File: src/rtl/ppu_stype_rx_if.sv
// ppu_stype_rx_if
//   Bundles the CPU S-type write channel, the PPU memory write port and the
//   status/control outputs of ppu_stype_rx.
//
//   Handshake semantics (the only handshake on this bus):
//     * CPU side: PPU_en is a one-cycle write strobe with no ready. Each cycle
//       it is high, one {S_type_index, S_type_value} write is offered. The CPU
//       must watch ppu_full and stop issuing non-control writes while it is
//       high. A non-control write issued while full is dropped and latches
//       overflow.
//     * Memory side: mem_we is valid, mem_ready is ready. A write transfers on
//       a clock edge where mem_we && mem_ready. While mem_we is high and
//       mem_ready is low, mem_addr and mem_wdata are held stable.
//
//   Modports:
//     master : the CPU/PPU environment. Drives the inputs and observes status.
//     slave  : the receiver (ppu_stype_rx).
interface ppu_stype_rx_if #(
  parameter int FIFO_DEPTH = 8,
  parameter int IDX_W      = 10,
  parameter int VAL_W      = 16,
  parameter int CNT_W      = $clog2(FIFO_DEPTH) + 1
);
  // CPU S-type write channel
  logic             PPU_en;
  logic [IDX_W-1:0] S_type_index;
  logic [VAL_W-1:0] S_type_value;
  // PPU timing / memory port
  logic             vblank;
  logic             mem_ready;
  logic             mem_we;
  logic [IDX_W-1:0] mem_addr;
  logic [VAL_W-1:0] mem_wdata;
  // Status and control
  logic             ppu_full;
  logic             overflow;
  logic [CNT_W-1:0] fifo_count;
  logic [VAL_W-1:0] ctrl_reg;

  modport master (
    output PPU_en, S_type_index, S_type_value, vblank, mem_ready,
    input  mem_we, mem_addr, mem_wdata, ppu_full, overflow, fifo_count, ctrl_reg
  );

  modport slave (
    input  PPU_en, S_type_index, S_type_value, vblank, mem_ready,
    output mem_we, mem_addr, mem_wdata, ppu_full, overflow, fifo_count, ctrl_reg
  );
endinterface

File: src/rtl/ppu_stype_rx.sv
// ppu_stype_rx
//   PPU-side receiver for the CPU S-type write channel. CPU writes are queued
//   in a small FIFO and replayed in issue order onto the PPU memory write
//   port, but only while draining is allowed (vertical blank). One reserved
//   index (CTRL_IDX) writes the local control register directly and never
//   enters the FIFO.
//
//   Ports:
//     clk        system clock, all logic on posedge
//     rst        asynchronous, active-low reset (0 = reset)
//     bus        ppu_stype_rx_if.slave. Carries the CPU channel, the memory
//                port, and the status/control outputs.
//     dbg_state  current drain FSM state (0 = IDLE, 1 = WRITE)
//
//   Configuration:
//     STYPE_RX_FORCE_DRAIN_EN
//       When defined, ctrl_reg[15] forces draining outside vblank, for
//       example during a forced-blank load. When undefined, draining follows
//       vblank only and ctrl_reg[15] is plain storage.
//
//   FIFO_DEPTH must be a power of two and at least 2. The read and write
//   pointers wrap by natural binary overflow.
module ppu_stype_rx #(
  parameter int               FIFO_DEPTH = 8,
  parameter int               IDX_W      = 10,
  parameter int               VAL_W      = 16,
  parameter logic [IDX_W-1:0] CTRL_IDX   = 10'h3FF
) (
  input  logic          clk,
  input  logic          rst,
  ppu_stype_rx_if.slave bus,
  output logic [0:0]    dbg_state
);

  localparam int PTR_W = $clog2(FIFO_DEPTH);
  localparam int CNT_W = PTR_W + 1;

  localparam logic [0:0] ST_IDLE  = 1'b0;
  localparam logic [0:0] ST_WRITE = 1'b1;

  // FIFO storage. Address and data are kept in separate arrays so each
  // field goes straight to its output register.
  logic [IDX_W-1:0] addr_mem [FIFO_DEPTH];
  logic [VAL_W-1:0] data_mem [FIFO_DEPTH];

  logic [PTR_W-1:0] wr_ptr;
  logic [PTR_W-1:0] rd_ptr;
  logic [CNT_W-1:0] count;

  logic [0:0]       state;
  logic             mem_we_q;
  logic [IDX_W-1:0] mem_addr_q;
  logic [VAL_W-1:0] mem_wdata_q;
  logic             overflow_q;
  logic [VAL_W-1:0] ctrl_q;

  logic is_ctrl;
  logic full;
  logic empty;
  logic push;
  logic drop;
  logic pop;
  logic drain_ok;

  // ------------------------------------------------------------------
  // Accept / drain decisions
  // ------------------------------------------------------------------
  always_comb begin
    is_ctrl = (bus.S_type_index == CTRL_IDX);
    full    = (count == CNT_W'(FIFO_DEPTH));
    empty   = (count == '0);

    // Fullness comes from the registered count. A push offered while full is
    // rejected even if the head is popped on the same edge.
    push = bus.PPU_en && !is_ctrl && !full;
    drop = bus.PPU_en && !is_ctrl &&  full;

`ifdef STYPE_RX_FORCE_DRAIN_EN
    drain_ok = bus.vblank | ctrl_q[15];
`else
    drain_ok = bus.vblank;
`endif

    // The head can move to the output registers when they are free. They are
    // free in IDLE, or in WRITE when the presented write retires this edge.
    // Emptiness is judged on the registered count, so an entry pushed this
    // edge is popped at the next edge at the earliest.
    pop = !empty && drain_ok && ((state == ST_IDLE) || bus.mem_ready);
  end

  // ------------------------------------------------------------------
  // FIFO storage (contents need no reset; occupancy is tracked by count)
  // ------------------------------------------------------------------
  always_ff @(posedge clk) begin
    if (push) begin
      addr_mem[wr_ptr] <= bus.S_type_index;
      data_mem[wr_ptr] <= bus.S_type_value;
    end
  end

  // ------------------------------------------------------------------
  // Pointers and occupancy
  // ------------------------------------------------------------------
  always_ff @(posedge clk or negedge rst) begin
    if (!rst) begin
      wr_ptr <= '0;
      rd_ptr <= '0;
      count  <= '0;
    end else begin
      if (push) wr_ptr <= wr_ptr + PTR_W'(1);
      if (pop)  rd_ptr <= rd_ptr + PTR_W'(1);
      case ({push, pop})
        2'b10:   count <= count + CNT_W'(1);
        2'b01:   count <= count - CNT_W'(1);
        default: count <= count;
      endcase
    end
  end

  // ------------------------------------------------------------------
  // Control register and sticky overflow
  // ------------------------------------------------------------------
  always_ff @(posedge clk or negedge rst) begin
    if (!rst) begin
      ctrl_q     <= '0;
      overflow_q <= 1'b0;
    end else begin
      // Control writes bypass the FIFO and are accepted even when it is full.
      if (bus.PPU_en && is_ctrl) ctrl_q <= bus.S_type_value;
      // Overflow only ever sets. Reset is the sole way to clear it.
      if (drop) overflow_q <= 1'b1;
    end
  end

  // ------------------------------------------------------------------
  // Drain FSM: IDLE presents nothing, WRITE holds one write on the port.
  // ------------------------------------------------------------------
  always_ff @(posedge clk or negedge rst) begin
    if (!rst) begin
      state       <= ST_IDLE;
      mem_we_q    <= 1'b0;
      mem_addr_q  <= '0;
      mem_wdata_q <= '0;
    end else begin
      case (state)
        ST_IDLE: begin
          if (pop) begin
            mem_we_q    <= 1'b1;
            mem_addr_q  <= addr_mem[rd_ptr];
            mem_wdata_q <= data_mem[rd_ptr];
            state       <= ST_WRITE;
          end else begin
            mem_we_q <= 1'b0;
          end
        end
        ST_WRITE: begin
          // Without mem_ready everything holds, so address and data stay
          // stable. On retirement, either chain straight into the next
          // entry (back-to-back) or fall back to IDLE. A vblank drop here
          // lets the current write finish but stops further pops.
          if (bus.mem_ready) begin
            if (pop) begin
              mem_addr_q  <= addr_mem[rd_ptr];
              mem_wdata_q <= data_mem[rd_ptr];
            end else begin
              mem_we_q <= 1'b0;
              state    <= ST_IDLE;
            end
          end
        end
        default: begin
          mem_we_q <= 1'b0;
          state    <= ST_IDLE;
        end
      endcase
    end
  end

  // ------------------------------------------------------------------
  // Outputs. Everything is registered except ppu_full, which is decoded
  // from the count register.
  // ------------------------------------------------------------------
  assign bus.mem_we     = mem_we_q;
  assign bus.mem_addr   = mem_addr_q;
  assign bus.mem_wdata  = mem_wdata_q;
  assign bus.ppu_full   = full;
  assign bus.overflow   = overflow_q;
  assign bus.fifo_count = count;
  assign bus.ctrl_reg   = ctrl_q;
  assign dbg_state      = state;

endmodule

File: src/flat_wrapper.sv
// flat-port wrapper written by rule: the top's interface ports become plain ports
module ppu_stype_rx_flat 
#(
  parameter int               FIFO_DEPTH = 8,
  parameter int               IDX_W      = 10,
  parameter int               VAL_W      = 16,
  parameter logic [IDX_W-1:0] CTRL_IDX   = 10'h3FF
)
  (clk, rst, dbg_state, bus_PPU_en, bus_S_type_index, bus_S_type_value, bus_vblank, bus_mem_ready, bus_mem_we, bus_mem_addr, bus_mem_wdata, bus_ppu_full, bus_overflow, bus_fifo_count, bus_ctrl_reg);
  ppu_stype_rx_if #(.FIFO_DEPTH(FIFO_DEPTH), .IDX_W(IDX_W), .VAL_W(VAL_W), .CNT_W((4))) bus_i ();
  input  logic clk;
  input  logic rst;
  output logic [0:0] dbg_state;
  input wire logic [$bits(bus_i.PPU_en)-1:0] bus_PPU_en;
  input wire logic [$bits(bus_i.S_type_index)-1:0] bus_S_type_index;
  input wire logic [$bits(bus_i.S_type_value)-1:0] bus_S_type_value;
  input wire logic [$bits(bus_i.vblank)-1:0] bus_vblank;
  input wire logic [$bits(bus_i.mem_ready)-1:0] bus_mem_ready;
  output wire logic [$bits(bus_i.mem_we)-1:0] bus_mem_we;
  output wire logic [$bits(bus_i.mem_addr)-1:0] bus_mem_addr;
  output wire logic [$bits(bus_i.mem_wdata)-1:0] bus_mem_wdata;
  output wire logic [$bits(bus_i.ppu_full)-1:0] bus_ppu_full;
  output wire logic [$bits(bus_i.overflow)-1:0] bus_overflow;
  output wire logic [$bits(bus_i.fifo_count)-1:0] bus_fifo_count;
  output wire logic [$bits(bus_i.ctrl_reg)-1:0] bus_ctrl_reg;
  assign bus_i.PPU_en = bus_PPU_en;
  assign bus_i.S_type_index = bus_S_type_index;
  assign bus_i.S_type_value = bus_S_type_value;
  assign bus_i.vblank = bus_vblank;
  assign bus_i.mem_ready = bus_mem_ready;
  assign bus_mem_we = bus_i.mem_we;
  assign bus_mem_addr = bus_i.mem_addr;
  assign bus_mem_wdata = bus_i.mem_wdata;
  assign bus_ppu_full = bus_i.ppu_full;
  assign bus_overflow = bus_i.overflow;
  assign bus_fifo_count = bus_i.fifo_count;
  assign bus_ctrl_reg = bus_i.ctrl_reg;
  ppu_stype_rx #(.FIFO_DEPTH(FIFO_DEPTH), .IDX_W(IDX_W), .VAL_W(VAL_W), .CTRL_IDX(CTRL_IDX)) u_core (.clk(clk), .rst(rst), .bus(bus_i), .dbg_state(dbg_state));
endmodule
File: config.mk
export PLATFORM = sky130hd
export DESIGN_NAME = ppu_stype_rx_flat
export DESIGN_NICKNAME = d
export VERILOG_FILES = /design/src/rtl/ppu_stype_rx_if.sv /design/src/rtl/ppu_stype_rx.sv /design/src/flat_wrapper.sv
export SDC_FILE = /design/constraint.sdc
export NUM_CORES = 1
export LEC_CHECK = 0
export BUFFER_PORTS_ARGS = -buffer_cell sky130_fd_sc_hd__buf_2
export CORE_UTILIZATION = 40
export CTS_BUF_LIST = sky130_fd_sc_hd__clkbuf_16
export CTS_CLUSTER_DIAMETER = 30
export DETAILED_ROUTE_END_ITERATION = 8
export GPL_TIMING_DRIVEN = 0
export PLACE_DENSITY = 0.58
export SYNTH_ARGS = -nofsm -noshare
export SYNTH_HDL_FRONTEND = slang
export SYNTH_SLANG_ARGS = --single-unit
File: constraint.sdc
create_clock -name clk -period 5.05 [get_ports clk]
set_input_delay 0.505 -clock clk [delete_from_list [all_inputs] [get_ports clk]]
set_output_delay 0.505 -clock clk [all_outputs]
set_load 0.03 [all_outputs]
# After elaboration in Yosys (flattened, before gate mapping)
# Memory sizes are Yosys's and may differ from the RTL's.
# Index checks and enable logic that the tools add are counted.
# classes
n_mul	0
div_mod_pow	0
bitwise	1
n_eq_ne	6
order_cmp	0
mux	15
add_sub_neg	4
n_shift	0
n_reduce_logical	13
# op_table
op	count
16-bit 2-to-1 mux	2
16-bit case mux with 2 select lines	1
10-bit 2-to-1 mux	2
10-bit case mux with 2 select lines	1
10-bit == test (second input constant)	1
4-bit case mux with 2 select lines	1
3-bit by 1-bit adder with 3-bit output (second input constant)	2
1-bit logical AND	6
1-bit 2-to-1 mux	6
4-bit by 1-bit adder with 4-bit output (second input constant)	1
4-bit == test (second input constant)	1
4-bit logical NOT	1
2-bit != test (second input constant)	2
1-bit case mux with 2 select lines	2
4-bit by 1-bit subtractor with 4-bit output (second input constant)	1
1-bit logical NOT	3
2-bit by 1-bit == test with 1-bit output (second input constant)	1
2-bit == test (second input constant)	1
2-bit AND reduction	1
2-bit nonzero test	1
1-bit logical OR	1
1-bit inverter	1
# totals
latchBits	0
n_memories	2
register_bits	55
romBits	0
in_bits	31
elab_cells	50
ram_bits	208
# memory_table
memory	words	width	read_ports	rd_clocked_by_memory_dff	write_ports	line_no	source
u_core.data_mem	8	16	1	0	1	ppu_stype_rx.sv:44	logic [VAL_W-1:0] data_mem [FIFO_DEPTH];
u_core.addr_mem	8	10	1	0	1	ppu_stype_rx.sv:43	logic [IDX_W-1:0] addr_mem [FIFO_DEPTH];

# Longest topological paths before layout
# Gate-level depths: netlist of run 1.
# depth
ltp_word	7
mapped_depth	11
mapped_depth_nobuf	10

# Least setup slack after synthesis of run 1
# OpenSTA, ideal clock, no wires.
# synth_timing
path_kind	register to register
start	register u_core.count[2], in the netlist u_core.bus.fifo_count[2]
end	memory u_core.addr_mem[1][0], enable pin
path_buffers	0
arrival_time_ns	3.466
stages_incl_launch_ff	5
setup_ns	0.475
required_time_ns	4.575
path_slack_ns	1.109
cell_sequence	dfrtp_1 nor3_1 nand2_1 nand2_1 nor4_1
# synth_via
elab_chain_cells	5
# synth_rtl
item	line_no	source
start, declared	ppu_stype_rx.sv:48	logic [CNT_W-1:0] count;
start signal, assigned	ppu_stype_rx.sv:113	2'b10: count <= count + CNT_W'(1);
start signal, assigned	ppu_stype_rx.sv:114	2'b01: count <= count - CNT_W'(1);
start signal, assigned	ppu_stype_rx.sv:115	default: count <= count;
4-bit == test	ppu_stype_rx.sv:70	full = (count == CNT_W'(FIFO_DEPTH));
1-bit logical NOT	ppu_stype_rx.sv:75	push = bus.PPU_en && !is_ctrl && !full;
1-bit logical AND	ppu_stype_rx.sv:75	
1-bit 2-to-1 mux	ppu_stype_rx.sv:95	if (push) begin
1-bit 2-to-1 mux (not written as such)	ppu_stype_rx.sv:96	addr_mem[wr_ptr] <= bus.S_type_index;
end, declared	ppu_stype_rx.sv:43	
# No other way between the ends.

# Worst setup path after layout of run 1
# layout_timing
start	register u_core.count[1], in the netlist u_core.bus.fifo_count[1]
end	register u_core.count[2], in the netlist u_core.bus.fifo_count[2]
# layout_via
elab_chain_cells	6
word_cells_on_any_way	13
# layout_rtl
item	line_no	source
4-bit logical NOT (*)	ppu_stype_rx.sv:71	empty = (count == '0);
1-bit logical NOT (*)	ppu_stype_rx.sv:88	pop = !empty && drain_ok && ((state == ST_IDLE) || bus.mem_ready);
1-bit logical AND (*) (2 in a row)	ppu_stype_rx.sv:88	
named net u_core.pop	ppu_stype_rx.sv:62	logic pop;
2-bit by 1-bit == test with 1-bit output / 2-bit == test (equally long branches)	ppu_stype_rx.sv:112	case ({push, pop})
4-bit case mux with 2 select lines / 2-bit nonzero test (equally long branches)	--	
# The timed path passes the listed nets; every way through them passes the cells marked *.
# A chain may end at the register's enable or synchronous reset.

==> reports/results.txt, run 1 <==
pre-CTS WS = 2.07 ns
area leader, netlist = edfxtp_1
unrepaired setup endpoints after global routing = false
Final Util = 52.6%
crit start category = register
pin count of the biggest net entering global routing = 56
post_cts resized = 0
Rel. slew slack = 30.2%
nets@finish = 682
Starting Density = 41.2%
antenna violations before repair = 0
clock sink total = 263
DRC = 0
cell area after layout = 12,900 sq um
Ant. Diodes = 0
DR iter-0 viols = 347
Hold WC Path Type = in -> async
total chip power = 8.37 mW
Distinct cells, synth = 34
H-tree depth = 2
Final WS setup = 2.22 ns
I/O Buffers = 80
CP endpoint kind = register
Die Ht = 161 um
final setup violation count = 0
fillers = 1,942
FF-to-FF End = u_core.bus.fifo_count[2]
Pwr Density = 646 nW/um^2
Static Leak = 4.85 nW
clk_lat worst skew = 0.53 ns
Syn Inst Count = 495
Net Sw Power = 2.52 mW
Routability Congestion = 0.698
crit path DAT = 3.23 ns
Final Hold Fails = 0
Setup Fix Bufs, Post-CTS = 0
CP Capture Point = u_core.bus.fifo_count[2]
Final Instance Count excl. Fillers = 1,010
vias in the first global route = 5,769
die width = 161 um
Logic pwr share = 25.3%
cell row count = 57
post-synthesis register bit count = 263
fmax = 353 MHz
Slew @ Worst Pin = 1.04 ns
first-pass GRT wire length = 34.6 mm
clock power share = 39.7%
hold_buf cts = 0
DR WL/cell = 22.2 um
DR vias/cell = 5.19
Max-Cap Viols = 0
Slew Limit Fails = 0
final setup TNS = 0 ns
Crit Path Max Fanout = 10
part of the cycle the worst path needs = 56.1%
syn avg cell area = 20.5 sq um
core box area = 24,600 sq um
met2 routed WL = 10.7 mm
Req. time, crit path = 5.45 ns
largest register by flop count = u_core.data_mem
WL met3 = 1.40 mm
I/O pins = 81
layout cells sized above 1 = 41.5%
WL final = 22.4 mm
r2r setup slk = 2.22 ns
min cycle time layout = 2.83 ns
clk slew on worst S/H paths = 0.05 ns
GRT Total Usage = 18.3%
Worst Setup SP = u_core.bus.fifo_count[1]
CTS tree = built
syn nets = 531
cts bufs inserted = 50
status = finished clean
VDD IR-drop max = 0.303 mV
clock tree buffer depth = 3
Warnings, synthesis = 0
wl on met1 = 9.82 mm
register area share after synthesis = 75.3%
max reg flops = 128
top area cells in the synthesized netlist = edfxtp_1, dfrtp_1, mux4_2
via count = 5,245
Mapped Area = 10,100 sq um
drt first pass iters = 4
R2R depth = 11
Detail Route Antenna Nets = 0
Root Driver = clkbuf_16
DPL Wire Length = 14.2 mm
top cell type's share of synthesized area = 61.7%
grt ovf = 0
DR top layer = met4
Seq pwr share = 35.0%
skew final = 0.0178 ns
Min Hold Slack = 0.0656 ns
critical path type = reg -> reg
# placed instances = 918
Internal Power = 5.85 mW
layout overhead on the synthesized area = 27.8%
area post-placement = 11,200 sq um
Die ar. = 26,000 sq um
sw frac = 30.1%
Critical R2R Launch = u_core.bus.fifo_count[1]
largest registers = u_core.data_mem: 128 flops, u_core.addr_mem: 80 flops
[area by class of cell]
cell class                      count  area, sq um  area share, %
Clock buffer                       51         1280           9.86
Sequential cell                   263         7620           58.9
Tap cell                          324          405           3.13
Buffer                             23          203           1.57
Multi-Input combinational cell    206         2340           18.1
Inverter                            3         11.3         0.0870
Timing Repair Buffer               99          643           4.97
Clock inverter                     41          444           3.43
[layer usage]
layer	vias to the layer above	GRT usage, %
li1	2297	-
met1	2733	25.0
met3	46	4.29
met5	-	0
met2	169	28.9
met4	0	6.13
[power by group through the flow]
| stage | Combinational, mW | Clock (mW) | Sequential (mW) |
|---|---|---|---|
| final | 2.12 | 3.32 | 2.93 |
| after global placement | 2.01 | 0 | 2.96 |
| after detailed placement | 2.16 | 0 | 2.96 |
| after CTS | 2.17 | 3.37 | 2.93 |
| after floorplan | 1.20 | 0 | 3.19 |
| after global routing | 2.30 | 3.48 | 2.96 |
[critical path: stages (launching register included)]
cell and delay, ns:
dfrtp_1 0.46, or2_1 0.25, o311ai_2 0.50, buf_6 0.25, inv_2 0.09, ha_1 0.27, xor2_1 0.18, ha_1 0.19
a21oi_1 0.15, xor2_1 0.18, nor2_1 0.07, xor2_1 0.14
[cells by family (layout without fill, tap and decap cells)]
family | count (synthesis) | after routing | share of synthesized area [%]
flops | 263 | 263 | 75.3
mux | 96 | 96 | 16.5
simple gates | 63 | 63 | 2.92
compound gates | 33 | 33 | 1.82
buf+inv | 26 | 217 | 2.11
xor+xnor | 9 | 9 | 0.778
fa+ha+maj | 5 | 5 | 0.618
[synth_stat cells]
library cell and n:
clkbuf_1 3, buf_12 1, mux2i_1 26, mux2_4 10, dfrtp_1 55, inv_1 2, a21oi_1 3, nor3_1 5
edfxtp_1 208, o21bai_1 1, nand4_1 3, o311ai_2 1, inv_2 1, xnor2_1 5, ha_1 5, buf_6 11
o21ai_0 10, or2_1 1, nor2_8 1, buf_4 3, mux4_2 52, nor2b_1 4, o21ai_1 16, nand3_1 3
buf_2 5, a31oi_1 1, nor2_1 5, nand2b_1 1, nand2_1 36, nor4_1 1, or3_1 3, o32ai_1 1
xor2_1 4, mux2_2 8
[cells in the final DEF (no fill, tap or decap), types with 7 or more instances in the layout]
master,instances
mux4_2,52
nand2_1,36
mux2_4,10
o21ai_1,16
mux2_2,8
edfxtp_1,208
buf_4,9
buf_2,84
bufinv_16,7
dfrtp_1,55
mux2i_1,26
clkinv_4,9
buf_6,21
clkbuf_16,51
clkinvlp_4,8
o21ai_0,10
[worst min-delay path by stage]
stage	startpoint	end	slack, ns	cells after the start
5_1_grt	rst	u_core.bus.ctrl_reg[2]	0.12	1
4_1_cts	rst	u_core.bus.ctrl_reg[2]	0.11	1
3_5_place_dp	u_core.bus.overflow	u_core.bus.overflow	0.46	1
2_1_floorplan	rst	u_core.bus.ctrl_reg[0]	0.21	0
6_report	rst	u_core.bus.mem_addr[4]	0.07	1
3_3_place_gp	u_core.bus.mem_wdata[0]	u_core.bus.mem_wdata[0]	0.46	2
Power figures use the tool's default switching activity.
==> inputs of run 2 (changes only) <==
--- a/config.mk
+++ b/config.mk
@@ -5,13 +5,14 @@
 export SDC_FILE = /design/constraint.sdc
 export NUM_CORES = 1
 export LEC_CHECK = 0
+export ABC_AREA = 1
 export BUFFER_PORTS_ARGS = -buffer_cell sky130_fd_sc_hd__buf_2
 export CORE_UTILIZATION = 40
 export CTS_BUF_LIST = sky130_fd_sc_hd__clkbuf_16
 export CTS_CLUSTER_DIAMETER = 30
 export DETAILED_ROUTE_END_ITERATION = 8
 export GPL_TIMING_DRIVEN = 0
-export PLACE_DENSITY = 0.58
+export PLACE_DENSITY = 0.6
 export SYNTH_ARGS = -nofsm -noshare
 export SYNTH_HDL_FRONTEND = slang
 export SYNTH_SLANG_ARGS = --single-unit
==> constraint.sdc (replaced) <==
create_clock -name clk -period 2.45 [get_ports clk]
set_input_delay 0.245 -clock clk [delete_from_list [all_inputs] [get_ports clk]]
set_output_delay 0.245 -clock clk [all_outputs]
set_load 0.03 [all_outputs]
==> reports/results.txt, run 2 <==
core box area = 26,200 sq um (was 24,600 sq um)
Root Driver = clkbuf_16 (unchanged)
Die Ht = 166 um (was 161 um)
Warnings, synthesis = 0 (unchanged)
Post-synth top flop = edfxtp_1 (unchanged)
critical path, cell by cell = inv_1 > nand4_1 > nand4_1 > nor2_4 > buf_16 (was or2_1 > o311ai_2 > buf_6 > inv_2 > ha_1 > xor2_1 > ha_1 > a21oi_1 > xor2_1 > nor2_1 > xor2_1)
skew final = 0.0270 ns (was 0.0178 ns)
Syn Inst Count = 898 (was 495)
I/O Buffers = 80 (unchanged)
syn nets = 934 (was 531)
CP endpoint kind = register (unchanged)
Max-Cap Viols = 0 (unchanged)
DR vias/cell = 5.13 (was 5.19)
# placed instances = 1,317 (was 918)
syn avg cell area = 12.0 sq um (was 20.5 sq um)
grt ovf = 0 (unchanged)
sw frac = 34.9% (was 30.1%)
CTS tree = built (unchanged)
min cycle time layout = 2.44 ns (was 2.83 ns)
layout cells sized above 1 = 20.3% (was 41.5%)
Req. time, crit path = 2.71 ns (was 5.45 ns)
cell row count = 59 (was 57)
H-tree depth = 2 (unchanged)
final setup violation count = 0 (unchanged)
Slew @ Worst Pin = 1.00 ns (was 1.04 ns)
Die ar. = 27,500 sq um (was 26,000 sq um)
die width = 166 um (was 161 um)
clock power share = 39.8% (was 39.7%)
failing checks = DRC
clk_lat worst skew = 0.58 ns (was 0.53 ns)
number of synthesized flops with an enable pin = 208 (unchanged)
GRT Total Usage = 20.6% (was 18.3%)
drt first pass iters = 7 (was 4)
Static Leak = 5.82 nW (was 4.85 nW)
fmax = 409 MHz (was 353 MHz)
clk slew on worst S/H paths = 0.05 ns (about the same)
antenna violations before repair = 0 (unchanged)
DRC = 4 (was 0)
largest registers = u_core.data_mem: 128 flops, u_core.addr_mem: 80 flops (unchanged)
Hold WC Path Type = in -> reg (was in -> async)
Hold Path Depth = 1
Seq pwr share = 31.7% (was 35.0%)
area leader, netlist = edfxtp_1 (unchanged)
Final Instance Count excl. Fillers = 1,446 (was 1,010)
clock tree buffer depth = 3 (unchanged)
Ant. Diodes = 0 (unchanged)
Final Hold Fails = 0 (unchanged)
via count = 7,414 (was 5,245)
DR WL/cell = 19.5 um (was 22.2 um)
Distinct cells, synth = 28 (was 34)
WL final = 28.2 mm (was 22.4 mm)
cts bufs inserted = 56 (was 50)
first-pass GRT wire length = 42.8 mm (was 34.6 mm)
Multi-input gate area = 2430 sq um (was 2340 sq um)
critical path type = reg -> reg (unchanged)
I/O pins = 81 (unchanged)
nets@finish = 1,099 (was 682)
register area = 7620 sq um (unchanged)
register area share after synthesis = 70.9% (was 75.3%)
VDD IR-drop max = 0.710 mV (was 0.303 mV)
Critical Path Max Stage Delay = 0.54 ns (was 0.50 ns)
Slew Limit Fails = 0 (unchanged)
largest register by flop count = u_core.data_mem (unchanged)
max reg flops = 128 (unchanged)
pin count of the biggest net entering global routing = 56 (unchanged)
Crit Path Max Fanout = 18 (was 10)
post-synthesis register bit count = 263 (unchanged)
Synth top cells by count = edfxtp_1, nand2_1, inv_1 (was edfxtp_1, dfrtp_1, mux4_2)
status = finished, violations left (was finished clean)
crit start category = register (unchanged)
top cell type's share of synthesized area = 58.1% (was 61.7%)
Starting Density = 41.0% (was 41.2%)
Critical-path top delay cell = nand4_1 (was o311ai_2)
Crit path top cell by count = nand4_1 (was xor2_1)
layout overhead on the synthesized area = 29.3% (was 27.8%)
part of the cycle the worst path needs = 99.8% (was 56.1%)
DPL Wire Length = 16.6 mm (was 14.2 mm)
R2R depth = 5 (was 11)
DR iter-0 viols = 635 (was 347)
Logic pwr share = 28.5% (was 25.3%)
unrepaired setup endpoints after global routing = true (was false)
Detail Route Antenna Nets = 0 (unchanged)
vias in the first global route = 7,335 (was 5,769)
most common cell after layout, fill and taps aside = edfxtp_1 (unchanged)
Net Sw Power = 6.58 mW (was 2.52 mW)
top-count cell post-synth = edfxtp_1 (unchanged)
Rel. slew slack = 33.1% (was 30.2%)
Mapped Area = 10,800 sq um (was 10,100 sq um)
top area cells in the synthesized netlist = edfxtp_1, dfrtp_1, nand2_1 (was edfxtp_1, dfrtp_1, mux4_2)
clock sink total = 263 (unchanged)
final setup TNS = 0 ns (unchanged)
commonest cells after routing, fill and taps aside = edfxtp_1, nand2_1, inv_1 (was edfxtp_1, buf_2, dfrtp_1)
asr flop ratio synth = 20.9% (unchanged)
crit path DAT = 2.70 ns (was 3.23 ns)
Pwr Density = 1360 nW/um^2 (was 646 nW/um^2)
Routability Congestion = 0.775 (was 0.698)
fillers = 2,199 (was 1,942)
Internal Power = 12.3 mW (was 5.85 mW)
[run 2: changes by cell type after synthesis, sizes merged, moves of 10 or more]
cell	previous run	this run
nand2	36	193
inv	3	119
nand3	3	88
o211ai	0	78
mux4	52	0
mux2i	26	0
a21oi	3	27
o21ai	26	46
mux2	18	0
buf	20	37
clkbuf	3	13
[run 2: power by group through the flow]
stage | Clock, mW | Sequential, mW | Combinational [mW]
2_1_floorplan | 0 | 6.55 | 2.90
5_1_grt | 7.79 | 6.05 | 5.86
6_report | 7.50 | 5.98 | 5.37
3_3_place_gp | 0 | 6.06 | 5.10
3_5_place_dp | 0 | 6.05 | 5.28
4_1_cts | 7.57 | 5.98 | 5.35
[run 2: cell families (layout without fill, tap and decap cells)]
family                     after synthesis  after routing  synth area share [%]
buffers and inverters                  170            382                  7.26
and+or+nand+nor                        302            303                  11.9
AOI/OAI and AO/OA                      153            153                  8.98
DFF                                    263            263                  70.9
adders and majority gates                5              5                 0.582
xor gates and xnor gates                 5              5                 0.407
[run 2: layout make-up]
cell class                      instances  share of cell area (%)
Buffer                                 50                    2.39
Clock buffer                           56                    10.1
Timing Repair Buffer                  106                    5.31
Clock inverter                         50                    3.70
Tap cell                              335                    3.01
Sequential cell                       263                    54.8
Inverter                              120                    3.24
Multi-Input combinational cell        466                    17.5
[run 2: final timing paths]
path | startpoint | slack, ns | to
min reg2reg | u_core.bus.mem_wdata[4] | 0.47 | u_core.bus.mem_wdata[4]
max | u_core.bus.fifo_count[0] | 0.006 | u_core.addr_mem[6][1]
min | bus_S_type_value[2] | 0.01 | u_core.data_mem[4][2]
max in group asynchronous | rst | 1.59 | u_core.bus.mem_addr[2]
min in group asynchronous | rst | 0.26 | u_core.bus.overflow
max reg2reg | u_core.bus.fifo_count[0] | 0.006 | u_core.addr_mem[6][1]
[run 2: critical path, delay by kind of cell, from the launching register on]
kind | cells | cell delay (ns)
and+or+nand+nor | 3 | 1.37
DFF | 1 | 0.42
buffers and inverters | 2 | 0.31
[run 2: what timing repair did]
item                                    in CTS  in global routing
resized for setup                            1                  3
hold endpoints to repair                   194                  0
hold buffers                                20                  0
endpoints found under the setup margin      26                 28
gates cloned                                 0                  1
buffers inserted                             0                  2
pin swaps                                    0                  3
[run 2: per-stage QoR]
step                      total power [mW]  utilization (%)  setup WS [ns]  instance area, sq um  hold WS, ns
after floorplan                       9.46                -         -0.153                 10800      -0.0506
after global placement                11.2             44.2          -1.45                 11600        0.458
final                                 18.9             53.1        0.00590                 13900       0.0125
after global routing                  19.7             53.1         -0.136                 13900      0.00323
after detailed placement              11.3             44.8         -0.233                 11700        0.396
after CTS                             18.9             52.9        -0.0177                 13900      0.00224
[run 2: metal layers]
| layer | vias to the layer above | share of wire [%] | track usage (%) |
|---|---|---|---|
| met2 | 278 | 48 | 34.0 |
| li1 | 3476 | - | - |
| met5 | - | 0 | 0 |
| met4 | 0 | 2.6 | 6.95 |
| met3 | 57 | 6.9 | 3.72 |
| met1 | 3603 | 43 | 27.3 |
==> inputs of run 3 (changes only) <==
--- a/config.mk
+++ b/config.mk
@@ -11,8 +11,9 @@
 export CTS_BUF_LIST = sky130_fd_sc_hd__clkbuf_16
 export CTS_CLUSTER_DIAMETER = 30
 export DETAILED_ROUTE_END_ITERATION = 8
-export GPL_TIMING_DRIVEN = 0
 export PLACE_DENSITY = 0.6
+export REMOVE_ABC_BUFFERS = 1
+export SETUP_SLACK_MARGIN = 0.2
 export SYNTH_ARGS = -nofsm -noshare
 export SYNTH_HDL_FRONTEND = slang
 export SYNTH_SLANG_ARGS = --single-unit
==> reports/results.txt, run 3 (synthesis gave the netlist of run 2 again) <==
clk_lat worst skew = 0.55 ns (was 0.58 ns)
Detail Route Antenna Nets = 0 (unchanged)
Worst Setup SP = bus_S_type_index[7] (was u_core.bus.fifo_count[0])
Ant. Diodes = 0 (unchanged)
fillers = 2,234 (was 2,199)
FF-to-FF End = u_core.addr_mem[1][6] (was u_core.addr_mem[6][1])
buffers plus inverters on the worst setup path = 3 (was 2)
worst hold endpoint = u_core.data_mem[7][5] (was u_core.data_mem[4][2])
Net Sw Power = 5.93 mW (was 6.58 mW)
register area = 7630 sq um (was 7620 sq um)
Static Leak = 5.73 nW (was 5.82 nW)
antenna violations before repair = 0 (unchanged)
status = finished, violations left (unchanged)
Slew Limit Fails = 0 (unchanged)
Internal Power = 12.2 mW (was 12.3 mW)
core box area = 26,200 sq um (unchanged)
DRC = 7 (was 4)
layout cells sized above 1 = 20.3% (about the same)
clock sink total = 263 (unchanged)
final setup violation count = 0 (unchanged)
DR vias/cell = 5.05 (was 5.13)
Crit path top cell by count = nor2_2 (was nand4_1)
I/O Buffers = 80 (unchanged)
final setup TNS = 0 ns (unchanged)
cell row count = 59 (unchanged)
H-tree depth = 2 (unchanged)
Pwr Density = 1320 nW/um^2 (was 1360 nW/um^2)
min cycle time layout = 2.15 ns (was 2.44 ns)
DPL Wire Length = 14.0 mm (was 16.6 mm)
first-pass GRT wire length = 40.0 mm (was 42.8 mm)
Critical-path top delay cell = dlygate4sd3_1 (was nand4_1)
CP endpoint kind = register (unchanged)
layout overhead on the synthesized area = 27.5% (was 29.3%)
critical path type = in -> reg (was reg -> reg)
crit path DAT = 2.35 ns (was 2.70 ns)
largest register by flop count = u_core.data_mem (unchanged)
Slew @ Worst Pin = 0.876 ns (was 1.00 ns)
Logic pwr share = 25.2% (was 28.5%)
pin count of the biggest net entering global routing = 80 (was 56)
unrepaired setup endpoints after global routing = true (unchanged)
part of the cycle the worst path needs = 87.6% (was 99.8%)
drt first pass iters = 7 (unchanged)
Root Driver = clkbuf_16 (unchanged)
most common cell after layout, fill and taps aside = edfxtp_1 (unchanged)
Req. time, crit path = 2.66 ns (was 2.71 ns)
WL final = 25.1 mm (was 28.2 mm)
Routability Congestion = 0.798 (was 0.775)
Min Hold Slack = 0.0154 ns (was 0.0125 ns)
clock tree buffer depth = 3 (unchanged)
Starting Density = 41.0% (unchanged)
largest registers = u_core.data_mem: 128 flops, u_core.addr_mem: 80 flops (unchanged)
grt ovf = 0 (unchanged)
Multi-input gate area = 2390 sq um (was 2430 sq um)
cts bufs inserted = 54 (was 56)
max reg flops = 128 (unchanged)
Rel. slew slack = 41.6% (was 33.1%)
die width = 166 um (unchanged)
worst hold path startpoint = bus_S_type_value[5] (was bus_S_type_value[2])
Max-Cap Viols = 0 (unchanged)
Seq pwr share = 33.8% (was 31.7%)
cell area after layout = 13,700 sq um (was 13,900 sq um)
nets@finish = 1,075 (was 1,099)
DR WL/cell = 17.7 um (was 19.5 um)
Hold WC Path Type = in -> reg (unchanged)
commonest cells after routing, fill and taps aside = edfxtp_1, nand2_1, inv_1 (unchanged)
Die ar. = 27,500 sq um (unchanged)
Critical R2R Launch = u_core.bus.fifo_count[1] (was u_core.bus.fifo_count[0])
failing checks = DRC (unchanged)
Crit Path Max Fanout = 18 (unchanged)
r2r setup slk = 0.33 ns (was 0.006 ns)
Final Hold Fails = 0 (unchanged)
cell family with most CP delay = buffers and inverters (was simple AND/OR/NAND/NOR gates)
via count = 7,174 (was 7,414)
skew final = 0.0113 ns (was 0.0270 ns)
R2R depth = 5 (unchanged)
crit start category = primary input (was register)
clk slew on worst S/H paths = 0.05 ns (about the same)
I/O pins = 81 (unchanged)
VDD IR-drop max = 0.828 mV (was 0.710 mV)
total chip power = 18.2 mW (was 18.9 mW)
Die Ht = 166 um (unchanged)
clock power share = 41.0% (was 39.8%)
vias in the first global route = 7,207 (was 7,335)
DR iter-0 viols = 469 (was 635)
CTS tree = built (unchanged)
area post-placement = 11,600 sq um (was 11,700 sq um)
sw frac = 32.7% (was 34.9%)
Critical Path Max Stage Delay = 0.53 ns (was 0.54 ns)
GRT Total Usage = 18.7% (was 20.6%)
Hold Path Depth = 1 (unchanged)
fmax = 466 MHz (was 409 MHz)
critical path, cell by cell = dlygate4sd3_1 > buf_2 > nand2_1 > nor2_2 > nand4_2 > nand3_4 > nor2_2 > buf_4 (was inv_1 > nand4_1 > nand4_1 > nor2_4 > buf_16)
[run 3: how the worst max path moves through the flow]
stage / endpoint / slack (ns) / cells after the start
3_5_place_dp: u_core.addr_mem[3][9] / 0.13 / 8
3_3_place_gp: u_core.data_mem[3][3] / 0.16 / 8
5_1_grt: u_core.data_mem[1][10] / 0.18 / 5
2_1_floorplan: u_core.rd_ptr[1] / -1.71 / 3
6_report: u_core.addr_mem[1][6] / 0.30 / 8
4_1_cts: u_core.data_mem[1][2] / 0.22 / 5
[run 3: area by class of cell]
cell class | count | area share (%)
timing repair buffer | 135 | 6.85
multi-input combinational | 465 | 17.4
inverter | 120 | 3.28
clock inverter | 48 | 3.93
tap | 335 | 3.06
sequential | 263 | 55.6
clock buffer | 54 | 9.85
[run 3: power by group through the flow]
stage / Sequential (mW) / Clock, mW / Combinational, mW
2_1_floorplan: 6.96 / 0 / 1.97
3_3_place_gp: 6.20 / 0 / 4.50
3_5_place_dp: 6.22 / 0 / 4.56
4_1_cts: 6.15 / 7.56 / 4.63
5_1_grt: 6.24 / 7.79 / 5.10
6_report: 6.15 / 7.44 / 4.58
[run 3: worst register-to-register path, stage by stage, from the launching register on]
cell and delay (ns):
dfrtp_1 0.39, inv_1 0.09, nand4_1 0.17, nand3_4 0.17, nor2_2 0.50, buf_4 0.44
[run 3: metal layers]
| layer | GRT usage (%) | up-vias | share of wire [%] |
|---|---|---|---|
| li1 | - | 3423 | - |
| met2 | 30.7 | 214 | 48 |
| met3 | 3.67 | 35 | 5.8 |
| met1 | 25.3 | 3502 | 45 |
| met4 | 5.61 | 0 | 1.4 |
| met5 | 0 | - | 0 |
[run 3: what timing repair did]
item | in CTS | in global routing
resized for setup | 1 | 4
buffers inserted | 0 | 2
pin swaps | 0 | 1
endpoints found under the setup margin | 20 | 83
hold buffers | 19 | 0
endpoints found under the hold margin | 139 | 0
[run 3: through the flow]
step	util, %	setup WS (ns)	instances
after floorplan	-	-1.71	848
after global placement	44.3	0.155	1297
after detailed placement	44.3	0.131	1297
after CTS	52.2	0.216	1418
after global routing	52.3	0.178	1420
final	52.3	0.305	1420
